**src/rtl/kim_pc_unit_if.sv**
```systemverilog
// kim_pc_unit_if: fetch-PC bus between the PC unit and the IF stage / pipeline control.
//   slave  modport: the PC unit (consumes stall/ready/redirects, drives pc and status).
//   master modport: the surrounding pipeline (drives stall/ready/redirects, observes pc).
// Signals:
//   pc_stall, if_ready                     : hazard stall and instruction-memory ready
//   redir_ex_valid/target, redir_id_valid/target, trap_valid : redirect sources
//   pc, pc_valid, pc_plus                   : fetch address, request valid, pc + increment
//   redir_pending, misalign_err             : deferred-ID status, misaligned-target pulse
//   ras_push, ras_pop, ras_empty            : return-address stack (only with KIM_PC_RAS_EN)
interface kim_pc_unit_if #(
  parameter int unsigned PC_ADDR_WIDTH = 32
) ();
  logic                     pc_stall;
  logic                     if_ready;
  logic                     redir_ex_valid;
  logic [PC_ADDR_WIDTH-1:0] redir_ex_target;
  logic                     redir_id_valid;
  logic [PC_ADDR_WIDTH-1:0] redir_id_target;
  logic                     trap_valid;
  logic [PC_ADDR_WIDTH-1:0] pc;
  logic                     pc_valid;
  logic [PC_ADDR_WIDTH-1:0] pc_plus;
  logic                     redir_pending;
  logic                     misalign_err;
`ifdef KIM_PC_RAS_EN
  logic                     ras_push;
  logic                     ras_pop;
  logic                     ras_empty;
`endif

  modport slave (
    input  pc_stall, if_ready, redir_ex_valid, redir_ex_target,
    input  redir_id_valid, redir_id_target, trap_valid,
`ifdef KIM_PC_RAS_EN
    input  ras_push, ras_pop,
    output ras_empty,
`endif
    output pc, pc_valid, pc_plus, redir_pending, misalign_err
  );

  modport master (
    output pc_stall, if_ready, redir_ex_valid, redir_ex_target,
    output redir_id_valid, redir_id_target, trap_valid,
`ifdef KIM_PC_RAS_EN
    output ras_push, ras_pop,
    input  ras_empty,
`endif
    input  pc, pc_valid, pc_plus, redir_pending, misalign_err
  );
endinterface

```
**src/rtl/kim_pc_unit.sv**
```systemverilog
// kim_pc_unit: fetch program counter at the head of the IF stage.
//   Holds the fetch PC, generates pc + PC_INC, and arbitrates trap, EX and ID redirects
//   under hazard stalls and instruction-memory back-pressure. An ID redirect that cannot be
//   taken immediately is parked (HOLD) until the PC next advances.
// Ports:
//   clk  : clock, rising edge
//   rst  : asynchronous active-high reset
//   bus  : kim_pc_unit_if.slave (stall/ready/redirect inputs; pc, pc_valid, pc_plus,
//          redir_pending, misalign_err outputs; ras_push/ras_pop/ras_empty when enabled)
// Optional feature: define KIM_PC_RAS_EN to add a RAS_DEPTH-entry circular return-address
// stack (push stores pc_plus, pop loads the top entry) ranked below EX and above ID.
module kim_pc_unit #(
  parameter int unsigned              PC_ADDR_WIDTH = 32,
  parameter int unsigned              PC_INC        = 4,
  parameter logic [PC_ADDR_WIDTH-1:0] RESET_VECTOR  = 'h0000_1000,
  parameter logic [PC_ADDR_WIDTH-1:0] TRAP_VECTOR   = 'h0000_0080,
  parameter int unsigned              RAS_DEPTH     = 4
) (
  input logic          clk,
  input logic          rst,
  kim_pc_unit_if.slave bus
);

  // Parameter sanity checks at elaboration.
  if (PC_INC == 0 || (PC_INC & (PC_INC - 1)) != 0) begin : g_bad_inc
    $error("kim_pc_unit: PC_INC must be a power of two");
  end
  if (RAS_DEPTH == 0) begin : g_bad_ras
    $error("kim_pc_unit: RAS_DEPTH must be at least 1");
  end

  // Low address bits that must be zero in any loaded target.
  localparam logic [PC_ADDR_WIDTH-1:0] LowMask = PC_ADDR_WIDTH'(PC_INC - 1);

  typedef enum logic [1:0] {StBoot, StRun, StHold} state_e;

  state_e                   state_q;
  logic [PC_ADDR_WIDTH-1:0] pc_q;
  logic                     pc_valid_q;
  logic                     pend_q;
  logic [PC_ADDR_WIDTH-1:0] pend_tgt_q;  // raw target, aligned when loaded
  logic                     misalign_q;

  logic [PC_ADDR_WIDTH-1:0] pc_plus;
  logic                     adv;
  logic                     flush;
  logic                     ras_pop_take;
  logic [PC_ADDR_WIDTH-1:0] ras_top;

  function automatic logic [PC_ADDR_WIDTH-1:0] align_tgt(input logic [PC_ADDR_WIDTH-1:0] t);
    return t & ~LowMask;
  endfunction

  function automatic logic is_misal(input logic [PC_ADDR_WIDTH-1:0] t);
    return |(t & LowMask);
  endfunction

  assign pc_plus = pc_q + PC_ADDR_WIDTH'(PC_INC);
  assign adv     = pc_valid_q & ~bus.pc_stall & bus.if_ready;
  assign flush   = bus.trap_valid | bus.redir_ex_valid;

`ifdef KIM_PC_RAS_EN
  localparam int unsigned RasPtrW = (RAS_DEPTH > 1) ? $clog2(RAS_DEPTH) : 1;
  localparam int unsigned RasCntW = $clog2(RAS_DEPTH + 1);

  logic [PC_ADDR_WIDTH-1:0] ras_mem_q [RAS_DEPTH];
  logic [RasPtrW-1:0]       ras_wr_q;     // next slot to write
  logic [RasPtrW-1:0]       ras_top_idx;  // most recently written slot
  logic [RasPtrW-1:0]       ras_wr_inc;
  logic [RasCntW-1:0]       ras_cnt_q;
  logic                     ras_empty;
  logic                     ras_full;
  logic                     ras_push_take;

  assign ras_top_idx   = (ras_wr_q == '0) ? RasPtrW'(RAS_DEPTH - 1) : ras_wr_q - RasPtrW'(1);
  assign ras_wr_inc    = (ras_wr_q == RasPtrW'(RAS_DEPTH - 1)) ? '0 : ras_wr_q + RasPtrW'(1);
  assign ras_empty     = (ras_cnt_q == '0);
  assign ras_full      = (ras_cnt_q == RasCntW'(RAS_DEPTH));
  assign ras_top       = ras_mem_q[ras_top_idx];
  // Push/pop only act on an advancing, non-flushed fetch; pop on empty falls through.
  assign ras_push_take = bus.ras_push & adv & ~flush;
  assign ras_pop_take  = bus.ras_pop & adv & ~flush & ~ras_empty;
  assign bus.ras_empty = ras_empty;

  always_ff @(posedge clk or posedge rst) begin
    if (rst) begin
      ras_wr_q  <= '0;
      ras_cnt_q <= '0;
    end else if (ras_push_take && !ras_pop_take) begin
      ras_wr_q  <= ras_wr_inc;
      // A full stack overwrites its oldest entry, so the count saturates.
      if (!ras_full) ras_cnt_q <= ras_cnt_q + RasCntW'(1);
    end else if (ras_pop_take && !ras_push_take) begin
      ras_wr_q  <= ras_top_idx;
      ras_cnt_q <= ras_cnt_q - RasCntW'(1);
    end
  end

  // Storage is not reset; the count alone defines validity.
  always_ff @(posedge clk) begin
    if (ras_push_take && ras_pop_take) begin
      ras_mem_q[ras_top_idx] <= pc_plus;  // push+pop replaces the top entry
    end else if (ras_push_take) begin
      ras_mem_q[ras_wr_q] <= pc_plus;
    end
  end
`else
  assign ras_pop_take = 1'b0;
  assign ras_top      = '0;
`endif

  always_ff @(posedge clk or posedge rst) begin
    if (rst) begin
      state_q    <= StBoot;
      pc_q       <= RESET_VECTOR;
      pc_valid_q <= 1'b0;
      pend_q     <= 1'b0;
      pend_tgt_q <= '0;
      misalign_q <= 1'b0;
    end else begin
      misalign_q <= 1'b0;
      // BOOT lasts one cycle; later branches may still redirect the state.
      if (state_q == StBoot) begin
        state_q    <= StRun;
        pc_valid_q <= 1'b1;
      end
      if (bus.trap_valid) begin
        pc_q       <= align_tgt(TRAP_VECTOR);
        misalign_q <= is_misal(TRAP_VECTOR);
        pend_q     <= 1'b0;
        state_q    <= StRun;
      end else if (bus.redir_ex_valid) begin
        pc_q       <= align_tgt(bus.redir_ex_target);
        misalign_q <= is_misal(bus.redir_ex_target);
        pend_q     <= 1'b0;
        state_q    <= StRun;
      end else if (ras_pop_take) begin
        pc_q    <= ras_top;
        pend_q  <= 1'b0;
        state_q <= StRun;
      end else if (bus.redir_id_valid && adv) begin
        pc_q       <= align_tgt(bus.redir_id_target);
        misalign_q <= is_misal(bus.redir_id_target);
        pend_q     <= 1'b0;
        state_q    <= StRun;
      end else if (bus.redir_id_valid) begin
        // Newest deferred ID target replaces any older one.
        pend_tgt_q <= bus.redir_id_target;
        pend_q     <= 1'b1;
        state_q    <= StHold;
      end else if (state_q == StHold && adv) begin
        pc_q       <= align_tgt(pend_tgt_q);
        misalign_q <= is_misal(pend_tgt_q);
        pend_q     <= 1'b0;
        state_q    <= StRun;
      end else if (adv) begin
        pc_q <= pc_plus;
      end
    end
  end

  assign bus.pc            = pc_q;
  assign bus.pc_valid      = pc_valid_q;
  assign bus.pc_plus       = pc_plus;
  assign bus.redir_pending = pend_q;
  assign bus.misalign_err  = misalign_q;

endmodule

```
**src/flat_wrapper.sv**
```systemverilog
// flat-port wrapper written by rule: the top's interface ports become plain ports
module kim_pc_unit_flat 
#(
  parameter int unsigned              PC_ADDR_WIDTH = 32,
  parameter int unsigned              PC_INC        = 4,
  parameter logic [PC_ADDR_WIDTH-1:0] RESET_VECTOR  = 'h0000_1000,
  parameter logic [PC_ADDR_WIDTH-1:0] TRAP_VECTOR   = 'h0000_0080,
  parameter int unsigned              RAS_DEPTH     = 4
)
  (clk, rst, bus_pc_stall, bus_if_ready, bus_redir_ex_valid, bus_redir_ex_target, bus_redir_id_valid, bus_redir_id_target, bus_trap_valid, bus_pc, bus_pc_valid, bus_pc_plus, bus_redir_pending, bus_misalign_err);
  kim_pc_unit_if #(.PC_ADDR_WIDTH(PC_ADDR_WIDTH)) bus_i ();
  input logic clk;
  input logic rst;
  input wire logic [$bits(bus_i.pc_stall)-1:0] bus_pc_stall;
  input wire logic [$bits(bus_i.if_ready)-1:0] bus_if_ready;
  input wire logic [$bits(bus_i.redir_ex_valid)-1:0] bus_redir_ex_valid;
  input wire logic [$bits(bus_i.redir_ex_target)-1:0] bus_redir_ex_target;
  input wire logic [$bits(bus_i.redir_id_valid)-1:0] bus_redir_id_valid;
  input wire logic [$bits(bus_i.redir_id_target)-1:0] bus_redir_id_target;
  input wire logic [$bits(bus_i.trap_valid)-1:0] bus_trap_valid;
  output wire logic [$bits(bus_i.pc)-1:0] bus_pc;
  output wire logic [$bits(bus_i.pc_valid)-1:0] bus_pc_valid;
  output wire logic [$bits(bus_i.pc_plus)-1:0] bus_pc_plus;
  output wire logic [$bits(bus_i.redir_pending)-1:0] bus_redir_pending;
  output wire logic [$bits(bus_i.misalign_err)-1:0] bus_misalign_err;
  assign bus_i.pc_stall = bus_pc_stall;
  assign bus_i.if_ready = bus_if_ready;
  assign bus_i.redir_ex_valid = bus_redir_ex_valid;
  assign bus_i.redir_ex_target = bus_redir_ex_target;
  assign bus_i.redir_id_valid = bus_redir_id_valid;
  assign bus_i.redir_id_target = bus_redir_id_target;
  assign bus_i.trap_valid = bus_trap_valid;
  assign bus_pc = bus_i.pc;
  assign bus_pc_valid = bus_i.pc_valid;
  assign bus_pc_plus = bus_i.pc_plus;
  assign bus_redir_pending = bus_i.redir_pending;
  assign bus_misalign_err = bus_i.misalign_err;
  kim_pc_unit #(.PC_ADDR_WIDTH(PC_ADDR_WIDTH), .PC_INC(PC_INC), .RESET_VECTOR(RESET_VECTOR), .TRAP_VECTOR(TRAP_VECTOR), .RAS_DEPTH(RAS_DEPTH)) u_core (.clk(clk), .rst(rst), .bus(bus_i));
endmodule
```
**config.mk**
```make
export PLATFORM = sky130hd
export DESIGN_NAME = kim_pc_unit_flat
export DESIGN_NICKNAME = d
export VERILOG_FILES = /design/src/rtl/kim_pc_unit_if.sv /design/src/rtl/kim_pc_unit.sv /design/src/flat_wrapper.sv
export SDC_FILE = /design/constraint.sdc
export NUM_CORES = 1
export LEC_CHECK = 0
export CAP_MARGIN = 20
export CORE_ASPECT_RATIO = 0.5
export CORE_MARGIN = 1
export CORE_UTILIZATION = 51
export CTS_CLUSTER_DIAMETER = 150
export CTS_CLUSTER_SIZE = 14
export DETAILED_ROUTE_END_ITERATION = 6
export GPL_TIMING_DRIVEN = 1
export PLACE_DENSITY = 0.86
export SLEW_MARGIN = 20
export SYNTH_ARGS = -nofsm -noshare
export SYNTH_HDL_FRONTEND = slang
export SYNTH_SLANG_ARGS = --single-unit
```
**constraint.sdc**
```tcl
create_clock -name clk -period 4 [get_ports clk]
set_input_delay 1.2 -clock clk [delete_from_list [all_inputs] [get_ports clk]]
set_output_delay 1.2 -clock clk [all_outputs]
set_load 0.01 [all_outputs]
```
# Yosys cells after proc, flatten, opt, wreduce, memory -nomap -nowiden
# Cells that the tools add are included.
[totals] latch_bits=0 mem_count=0 romBits=0 out_inout_bits=67 mem_bits_rw=0 reg_bits=69 in_bits=71 word_cells=48
[op_classes] shift=0 add_sub_neg=1 bitwise=6 div=0 magnitude_cmp=0 muxes=22 reduce_logical=11 n_eq_ne=2 multipliers=0
[ops] op="2-to-1 mux 32 bit" n=6
[ops] op="adder 32 x 3 -> 32 bit (second input constant)" n=1
[ops] op="2-to-1 mux 2 bit" n=6
[ops] op="2-to-1 mux 1 bit" n=10
[ops] op="nonzero test 5 bit" n=2
[ops] op="nonzero test 6 bit" n=1
[ops] op="OR reduction 2 bit" n=3
[ops] op="!= test 4 x 2 -> 1 bit (second input constant)" n=1
[ops] op="NOT 1 bit" n=4
[ops] op="AND reduction 4 bit" n=1
[ops] op="bitwise AND 1 bit" n=2
[ops] op="== test 2 bit (second input constant)" n=1
[ops] op="logical AND 1 bit" n=2
[ops] op="zero test 2 bit" n=1
[ops] op="AND reduction 2 bit" n=1

# Logic depth before layout (Yosys ltp)
# Gate-level depths: netlist of run 1.
[logic_depth] word_depth=9 ltp_mapped=7 ltp_nobuf=6

# Worst setup path after synthesis of run 1
# OpenSTA, ideal clock, no wires.
[synth_path] path_type="flip-flop to output port" start="reg u_core.pc_q[2] (netlist: u_core.bus.pc[2])" end="out bus_pc_plus[28]" path_buffers=1 path_stages_with_launch=7 t_required_ns=2.800 arrival_ns=1.911 setup_slack_ns=0.889 cell_sequence="dfrtp_1 > ha_1 > and3_1 > buf_2 > nand4_4 > or4_4 > xnor2_1"
[synth_between] elab_chain_cells=1
[synth_lines] element="from (decl)" line_no="kim_pc_unit.sv:38" text="logic [PC_ADDR_WIDTH-1:0] pc_q;"
[synth_lines] element="from (signal assigned)" line_no="kim_pc_unit.sv:128" text="pc_q <= align_tgt(TRAP_VECTOR);"
[synth_lines] element="from (signal assigned)" line_no="kim_pc_unit.sv:133" text="pc_q <= align_tgt(bus.redir_ex_target);"
[synth_lines] element="from (signal assigned)" line_no="kim_pc_unit.sv:138" text="pc_q <= ras_top;"
[synth_lines] element="adder 32 x 3 -> 32 bit" line_no="kim_pc_unit.sv:58" text="assign pc_plus = pc_q + PC_ADDR_WIDTH'(PC_INC);"
[synth_lines] element="to (decl)" line_no="flat_wrapper.sv:23" text="output wire logic [$bits(bus_i.pc_plus)-1:0] bus_pc_plus;"
# No other way between the ends.

# Worst setup path in the final report of run 1
[layout_path] start="reg u_core.pc_q[3] (netlist: u_core.bus.pc[3])" end="out bus_pc_plus[30]"
# The elaborated chain is that of the path after synthesis.

==> results.tsv, run 1 <==
stage	metric	value	unit
place	Setup WS pre-CTS	0.331	ns
floorplan	row count	23	
timing	worst slew pin tran	0.742	ns
setup_path	worst r2r path cells	6	
floorplan	Die X	132	µm
grt	largest net degree at the start of global routing	44	
synth	Post-synth EDFFs	0	
timing	minimum clock period	3.93	ns
clock_network	CTS tree	built	
synth	Syn Area/Cell	9.18	µm²
timing	Slew Limit Fails	0	
synth	sequential-to-total area share from yosys stat	0.387	
power_and_ir_drop	Clk network pwr share	0.390	
floorplan	area of the core	8120	µm²
synth	Area contributors post-synth	dfrtp_1, mux2_2, xnor2_1	
grt	antenna violations before repair	1	
synth	Post-Syn Instances	472	
synth	ys async rst share	1.00	
synth	Synth Area in Compound Gates	0.207	
power_and_ir_drop	Net Sw Frac	0.263	
grt	first-pass GRT wire length	22.6	mm
status	status	completed	
min_path	Worst Hold Launch	u_core.state_q[0]$_DFFE_PP0P_	
timing	Final Hold Slack	0.483	ns
run	max_cap viols	0	
synth	post-synthesis mux area share	0.0878	
floorplan	chip height	67.2	µm
timing	clock skew	0.00451	ns
final_layout	share of layout cells above drive strength 1	0.161	
place	placed cells	704	
detailed_routing	Routed WL per cell	20.4	µm
synth	Yosys cell types	66	
power_and_ir_drop	Tot Pwr	2.20	mW
final_layout	antenna diode count	0	
setup_path	Worst R2R Start	u_core.bus.pc[3]$_DFFE_PP0P_	
clock_network	clk sinks	67	
timing	RSZ-0062 raised after global routing	false	
synth	Synth area leader	dfrtp_1	
clock_network	clock-pin slew on the worst setup and hold paths	0.05	ns
synth	top-count cell post-synth	dfrtp_1	
final_layout	Post-Layout Cell Count	720	
setup_path	Critical Path Source Type	flip-flop	
power_and_ir_drop	Comb power frac	0.223	
place	number of I/O port buffers	133	
detailed_routing	Iteration-0 DRC Markers	408	
min_path	Min-Delay Path Class	reg2reg	
timing	period utilization	0.982	
grt	number of global-route vias before repair	4295	
detailed_routing	routed via count	4547	
synth	largest family of logic cells by synthesized area	compound AO/OA/AOI/OAI gates	
synth	Synth Area in Adders	0.00289	
timing	Setup Viol. Count Final	0	
synth	Ys Warns	0	
power_and_ir_drop	Flop pwr share	0.387	
min_path	Hold Crit Depth	1	
timing	Max Fclk	254	MHz
timing	final hold violation count	0	
setup_path	WP data arrival	2.73	ns
floorplan	Initial Util	0.534	
floorplan	I/O pins	138	
power_and_ir_drop	Int Power	1.62	mW
setup_path	CP Data Required Time	2.80	ns
clock_network	CTS Root Cell	clkbuf_16	
place	gpl congestion	0.918	
synth	mapped cell area	4330	µm²
detailed_routing	DRC errors left	0	
setup_path	CP startpoint	u_core.bus.pc[3]$_DFFE_PP0P_	
setup_path	Crit Path Category	reg2out	
power_and_ir_drop	Leakage	2.53	nW
clock_network	worst skew pair latency	0.33	ns
timing	Setup WS post-layout	0.0706	ns
synth	Synth Area in XOR/XNOR	0.0546	
clock_network	CTS buffer count	9	
timing	setup TNS	0	ns
detailed_routing	DR vias/cell	6.32	
place	DP HPWL	10.3	mm
detailed_routing	antenna-violating nets left	0	
setup_path	critical path endpoint category	primary output	
detailed_routing	WL final	14.7	mm
power_and_ir_drop	VDD IR max	0.244	mV
clock_network	Hold-fix buffers, CTS	0	
synth	Synth Register Bits	67	
setup_path	CP max FO	9	
detailed_routing	DRT Pass-1 Iters	6	
final_layout	nets	677	
synth	top cell type's share of synthesized area	0.381	
final_layout	area grow syn2layout	42.3	%
synth	synth cell count leaders	dfrtp_1, nor2_1, mux2_2	
grt	GR Overflow Total	0	
timing	relative slew slack	0.502	
synth	main flop type after synthesis	dfrtp_1	
synth	Synth Area in Simple Gates	0.203	
grt	GRT Total Usage	0.339	
final_layout	Filler Cell Count	577	
clock_network	Max H-tree Level	3	
power_and_ir_drop	PwrDens	357	nW/µm²
power_and_ir_drop	P_sw	578	µW
clock_network	maximum root-to-sink buffer count	2	
floorplan	Die ar.	8890	µm²
per-layer routing:
layer / global-route usage / wire (µm) / up-vias
met5: 0 / 13 / -
met4: 0.142 / 272 / 2
met3: 0.0916 / 1600 / 34
met2: 0.542 / 6780 / 290
met1: 0.443 / 6000 / 2218
li1: - / - / 2003
worst max-delay path, cell delays in order (launching register included):
cell and delay [ns]:
dfrtp_1 0.41, ha_1 0.21, and3_1 0.26, nand4_4 0.22
or3_4 0.47, nor2_1 0.13, xor2_1 0.15, clkdlybuf4s50_1 0.55
cells in the final DEF (no fill, tap or decap), types with 5 or more instances in the layout:
cell / instances
clkbuf_16: 9
a31o_2: 5
nand2_1: 29
and3_1: 6
a21oi_1: 22
nor2_1: 37
inv_1: 13
or3_1: 6
a221oi_1: 6
nand2b_1: 5
a22oi_1: 8
clkdlybuf4s50_1: 133
o2bb2ai_1: 5
xor2_1: 10
o21ai_0: 29
mux2_2: 32
nor3_1: 17
a211oi_1: 9
xnor2_1: 17
buf_4: 27
dfrtp_1: 64
nand3_1: 19
logic make-up after synthesis:
| kind of cell | count (synthesis) |
|---|---|
| flops | 67 |
| other cells | 1 |
| compound gates | 129 |
| mux | 34 |
| fa+ha+maj | 1 |
| simple gates | 157 |
| buf+inv | 56 |
| xor+xnor | 27 |
per-stage QoR:
stage | utilization | area, µm²
global placement | 0.718 | 5830
finish | 0.760 | 6170
floorplan | - | 4350
detailed placement | 0.718 | 5830
CTS | 0.757 | 6150
global route | 0.760 | 6170
sequential cells by signal, indices dropped and copies added (netlist names):
signal	count
u_core.state_q	2
u_core.bus.pc_valid	1
u_core.pend_tgt_q	32
u_core.bus.pc	30
u_core.bus.misalign_err	1
u_core.bus.redir_pending	1
worst paths after layout:
path	end	slack, ns
setup / recovery	bus_pc_plus[30]	0.07
hold / removal	u_core.bus.pc_valid$_DFFE_PP0P_	0.48
setup reg to reg	u_core.bus.pc[30]$_DFFE_PP0P_	1.86
hold reg to reg	u_core.bus.pc_valid$_DFFE_PP0P_	0.48
max in group asynchronous	u_core.bus.pc[12]$_DFFE_PP1P_	1.99
min in group asynchronous	u_core.pend_tgt_q[24]$_DFFE_PP0P_	1.30
timing repair:
action	CTS	global route
hold endpoints to repair	0	0
gates resized for setup	1	4
buffers inserted	0	2
endpoints found under the setup margin	2	8
power by group through the flow:
| stage | combinational, mW | clock (mW) | sequential (mW) |
|---|---|---|---|
| 5_1_grt | 0.525 | 0.892 | 0.862 |
| 4_1_cts | 0.488 | 0.857 | 0.846 |
| 3_3_place_gp | 0.472 | 0 | 0.849 |
| 3_5_place_dp | 0.483 | 0 | 0.856 |
| 6_report | 0.491 | 0.857 | 0.851 |
| 2_1_floorplan | 0.241 | 0 | 0.847 |
area by class of cell:
type / instances / area [µm²] / share of cell area
multi-input combinational: 352 / 2420 / 0.393
sequential: 67 / 1680 / 0.272
timing repair buffer: 161 / 1550 / 0.252
clock buffer: 12 / 256 / 0.0416
tap: 112 / 140 / 0.0227
clock inverter: 2 / 60.1 / 0.00974
inverter: 14 / 52.6 / 0.00852
Power figures use the tool's default switching activity.
==> run 2, diff against run 1 <==
--- a/config.mk
+++ b/config.mk
@@ -7,7 +7,6 @@
 export LEC_CHECK = 0
 export CAP_MARGIN = 20
 export CORE_ASPECT_RATIO = 0.5
-export CORE_MARGIN = 1
 export CORE_UTILIZATION = 51
 export CTS_CLUSTER_DIAMETER = 150
 export CTS_CLUSTER_SIZE = 14
==> results of run 2 <==
Same layout as run 1: the final DEF is identical, and so are final timing and power.
==> run 3, diff against run 2 <==
--- a/config.mk
+++ b/config.mk
@@ -7,12 +7,14 @@
 export LEC_CHECK = 0
 export CAP_MARGIN = 20
 export CORE_ASPECT_RATIO = 0.5
-export CORE_UTILIZATION = 51
+export CORE_UTILIZATION = 62
 export CTS_CLUSTER_DIAMETER = 150
 export CTS_CLUSTER_SIZE = 14
 export DETAILED_ROUTE_END_ITERATION = 6
+export DONT_BUFFER_PORTS = 1
 export GPL_TIMING_DRIVEN = 1
-export PLACE_DENSITY = 0.86
+export HOLD_SLACK_MARGIN = 0.12
+export PLACE_DENSITY = 0.77
 export SLEW_MARGIN = 20
 export SYNTH_ARGS = -nofsm -noshare
 export SYNTH_HDL_FRONTEND = slang
==> results.tsv, run 3 (synthesized netlist as in run 1, its figures left out) <==
stage	metric	value	unit	change
detailed_routing	DRT Pass-1 Iters	4		-2
setup_path	worst-path cell chain	ha_1 -> and3_1 -> nand4_4 -> or4_4 -> xnor2_1		
timing	setup TNS	0	ns	unchanged
final_layout	commonest non-fill, non-tap cells in the layout	dfrtp_1, nor2_1, mux2_2		
floorplan	Die X	120	µm	-9.2%
final_layout	area grow syn2layout	7.36	%	
final_layout	nets	530		-22%
detailed_routing	WL final	13.2	mm	-10%
clock_network	Max H-tree Level	3		unchanged
clock_network	CTS tree	built		
power_and_ir_drop	PwrDens	408	nW/µm²	+14%
final_layout	most common cell after layout, fill and taps aside	dfrtp_1		
floorplan	area of the core	6730	µm²	-17%
final_layout	share of layout cells above drive strength 1	0.175		+0.0141
setup_path	Critical Path Source Type	flip-flop		
timing	period utilization	0.953		-0.0298
clock_network	maximum root-to-sink buffer count	2		unchanged
timing	Setup Viol. Count Final	0		unchanged
grt	first-pass GRT wire length	19.2	mm	-15%
floorplan	row count	21		-8.7%
timing	clock skew	0.00296	ns	-0.00155 ns
grt	GR Overflow Total	0		unchanged
setup_path	critical path endpoint category	primary output		
setup_path	CP max FO	10		+1
detailed_routing	antenna-violating nets left	0		unchanged
timing	worst slew pin tran	0.935	ns	+0.193 ns
floorplan	chip height	61.1	µm	-9.0%
clock_network	CTS buffer count	9		unchanged
detailed_routing	DR vias/cell	7.05		+12%
clock_network	# resized after CTS	0		-1
power_and_ir_drop	VDD IR max	0.299	mV	+23%
min_path	Min-Delay Path Class	reg2reg		
setup_path	CP Data Required Time	2.80	ns	about the same
final_layout	area of the multi-input gates	2420	µm²	-0.15%
setup_path	WP data arrival	2.61	ns	-0.12 ns
place	Setup WS pre-CTS	0.568	ns	+0.237 ns
floorplan	I/O pins	138		unchanged
timing	Setup WS post-layout	0.190	ns	+0.119 ns
timing	Slew Limit Fails	0		unchanged
place	gpl congestion	0.874		-4.8%
floorplan	Initial Util	0.644		+0.110
timing	relative slew slack	0.376		-0.126
final_layout	post-route design area	4650	µm²	-25%
timing	RSZ-0062 raised after global routing	false		
clock_network	worst skew pair latency	0.33	ns	about the same
grt	antenna violations before repair	1		unchanged
detailed_routing	routed via count	3910		-14%
clock_network	clock-pin slew on the worst setup and hold paths	0.05	ns	about the same
clock_network	Post-CTS Setup Repair Bufs	0		unchanged
setup_path	Worst Path Buf+Inv	0		-1
setup_path	delay of the slowest critical-path stage	0.60	ns	+0.05 ns
run	max_cap viols	0		unchanged
grt	largest net degree at the start of global routing	68		+55%
final_layout	Filler Cell Count	558		-3.3%
status	status	completed		
setup_path	Slowest-stage cell, CP	or4_4		
timing	Max Fclk	262	MHz	+3.1%
detailed_routing	Iteration-0 DRC Markers	387		-5.1%
place	DP HPWL	8.93	mm	-13%
detailed_routing	DRC errors left	0		unchanged
final_layout	max reg flops	32		unchanged
clock_network	clk sinks	67		unchanged
final_layout	Top reg by flops	u_core.pend_tgt_q		
detailed_routing	Routed WL per cell	23.8	µm	+17%
power_and_ir_drop	Leakage	1.95	nW	-23%
place	dpl cell area	4370	µm²	-25%
timing	minimum clock period	3.81	ns	-0.119 ns
final_layout	FF+latch area	1680	µm²	-0.15%
setup_path	CP top delay family	simple AND/OR/NAND/NOR gates		
place	number of I/O port buffers	0		-100%
grt	GRT Total Usage	0.357		+0.0185
clock_network	CTS Root Cell	clkbuf_16		
clock_network	Hold-fix buffers, CTS	0		unchanged
setup_path	Crit Path Category	reg2out		
timing	final hold violation count	0		unchanged
floorplan	Die ar.	7350	µm²	-17%
grt	number of global-route vias before repair	3605		-16%
==> run 3: cell count changes in the layout (fill, tap and decap cells not counted), moves of 2 or more <==
| cell | delta |
|---|---|
| bufinv_16 | -2 |
| buf_4 | -13 |
| clkdlybuf4s50_1 | -133 |
| clkinv_2 | +2 |
| dfrtp_1 | +2 |
| dfrtp_2 | -2 |
==> run 3: metrics by stage <==
step / total power, mW / hold slack (ns) / cells / util
6_report: 1.90 / 0.477 / 555 / 0.692
2_1_floorplan: 1.09 / 0.452 / 475 / -
5_1_grt: 1.96 / 0.496 / 554 / 0.691
4_1_cts: 1.90 / 0.478 / 554 / 0.691
3_5_place_dp: 1.15 / 0.471 / 539 / 0.650
3_3_place_gp: 1.13 / 0.465 / 539 / 0.650
==> run 3: metal layers <==
layer / up-vias / GRT usage / wire length (µm)
li1: 1716 / - / -
met1: 1959 / 0.464 / 5490
met2: 215 / 0.567 / 6040
met3: 20 / 0.136 / 1490
met4: 0 / 0.108 / 179
met5: - / 0 / 0
==> run 3: area by class of cell <==
| cell class | count | area share |
|---|---|---|
| antenna | 1 | 0.000538 |
| timing repair buffer | 14 | 0.0226 |
| tap | 92 | 0.0247 |
| clock buffer | 13 | 0.0581 |
| multi-input combinational | 352 | 0.520 |
| sequential | 67 | 0.361 |
| inverter | 14 | 0.0113 |
| clock inverter | 2 | 0.00215 |
==> run 3: path summary, 6_finish.rpt <==
check / cells past startpoint / startpoint / slack (ns) / to
max: 5 / u_core.bus.pc[2]$_DFFE_PP0P_ / 0.19 / bus_pc_plus[28]
min: 1 / u_core.state_q[0]$_DFFE_PP0P_ / 0.48 / u_core.bus.pc_valid$_DFFE_PP0P_
max reg2reg: 6 / u_core.bus.pc[2]$_DFFE_PP0P_ / 1.59 / u_core.bus.pc[28]$_DFFE_PP0P_
min reg2reg: 1 / u_core.state_q[0]$_DFFE_PP0P_ / 0.48 / u_core.bus.pc_valid$_DFFE_PP0P_
max in group asynchronous: 2 / rst / 2.40 / u_core.pend_tgt_q[23]$_DFFE_PP0P_
min in group asynchronous: 2 / rst / 1.00 / u_core.pend_tgt_q[10]$_DFFE_PP0P_
==> run 3: worst register-to-register path: stages, from the launching register on <==
cell     delay [ns]
dfrtp_1        0.50
ha_1           0.23
and3_1         0.37
nand4_4        0.25
or4_4          0.60
a21o_1         0.17
a22o_1         0.17
==> run 3: power by group <==
group	switching, mW	internal [mW]	total [mW]
sequential	0.0959	0.773	0.869
combinational	0.149	0.130	0.279
clock	0.284	0.464	0.749
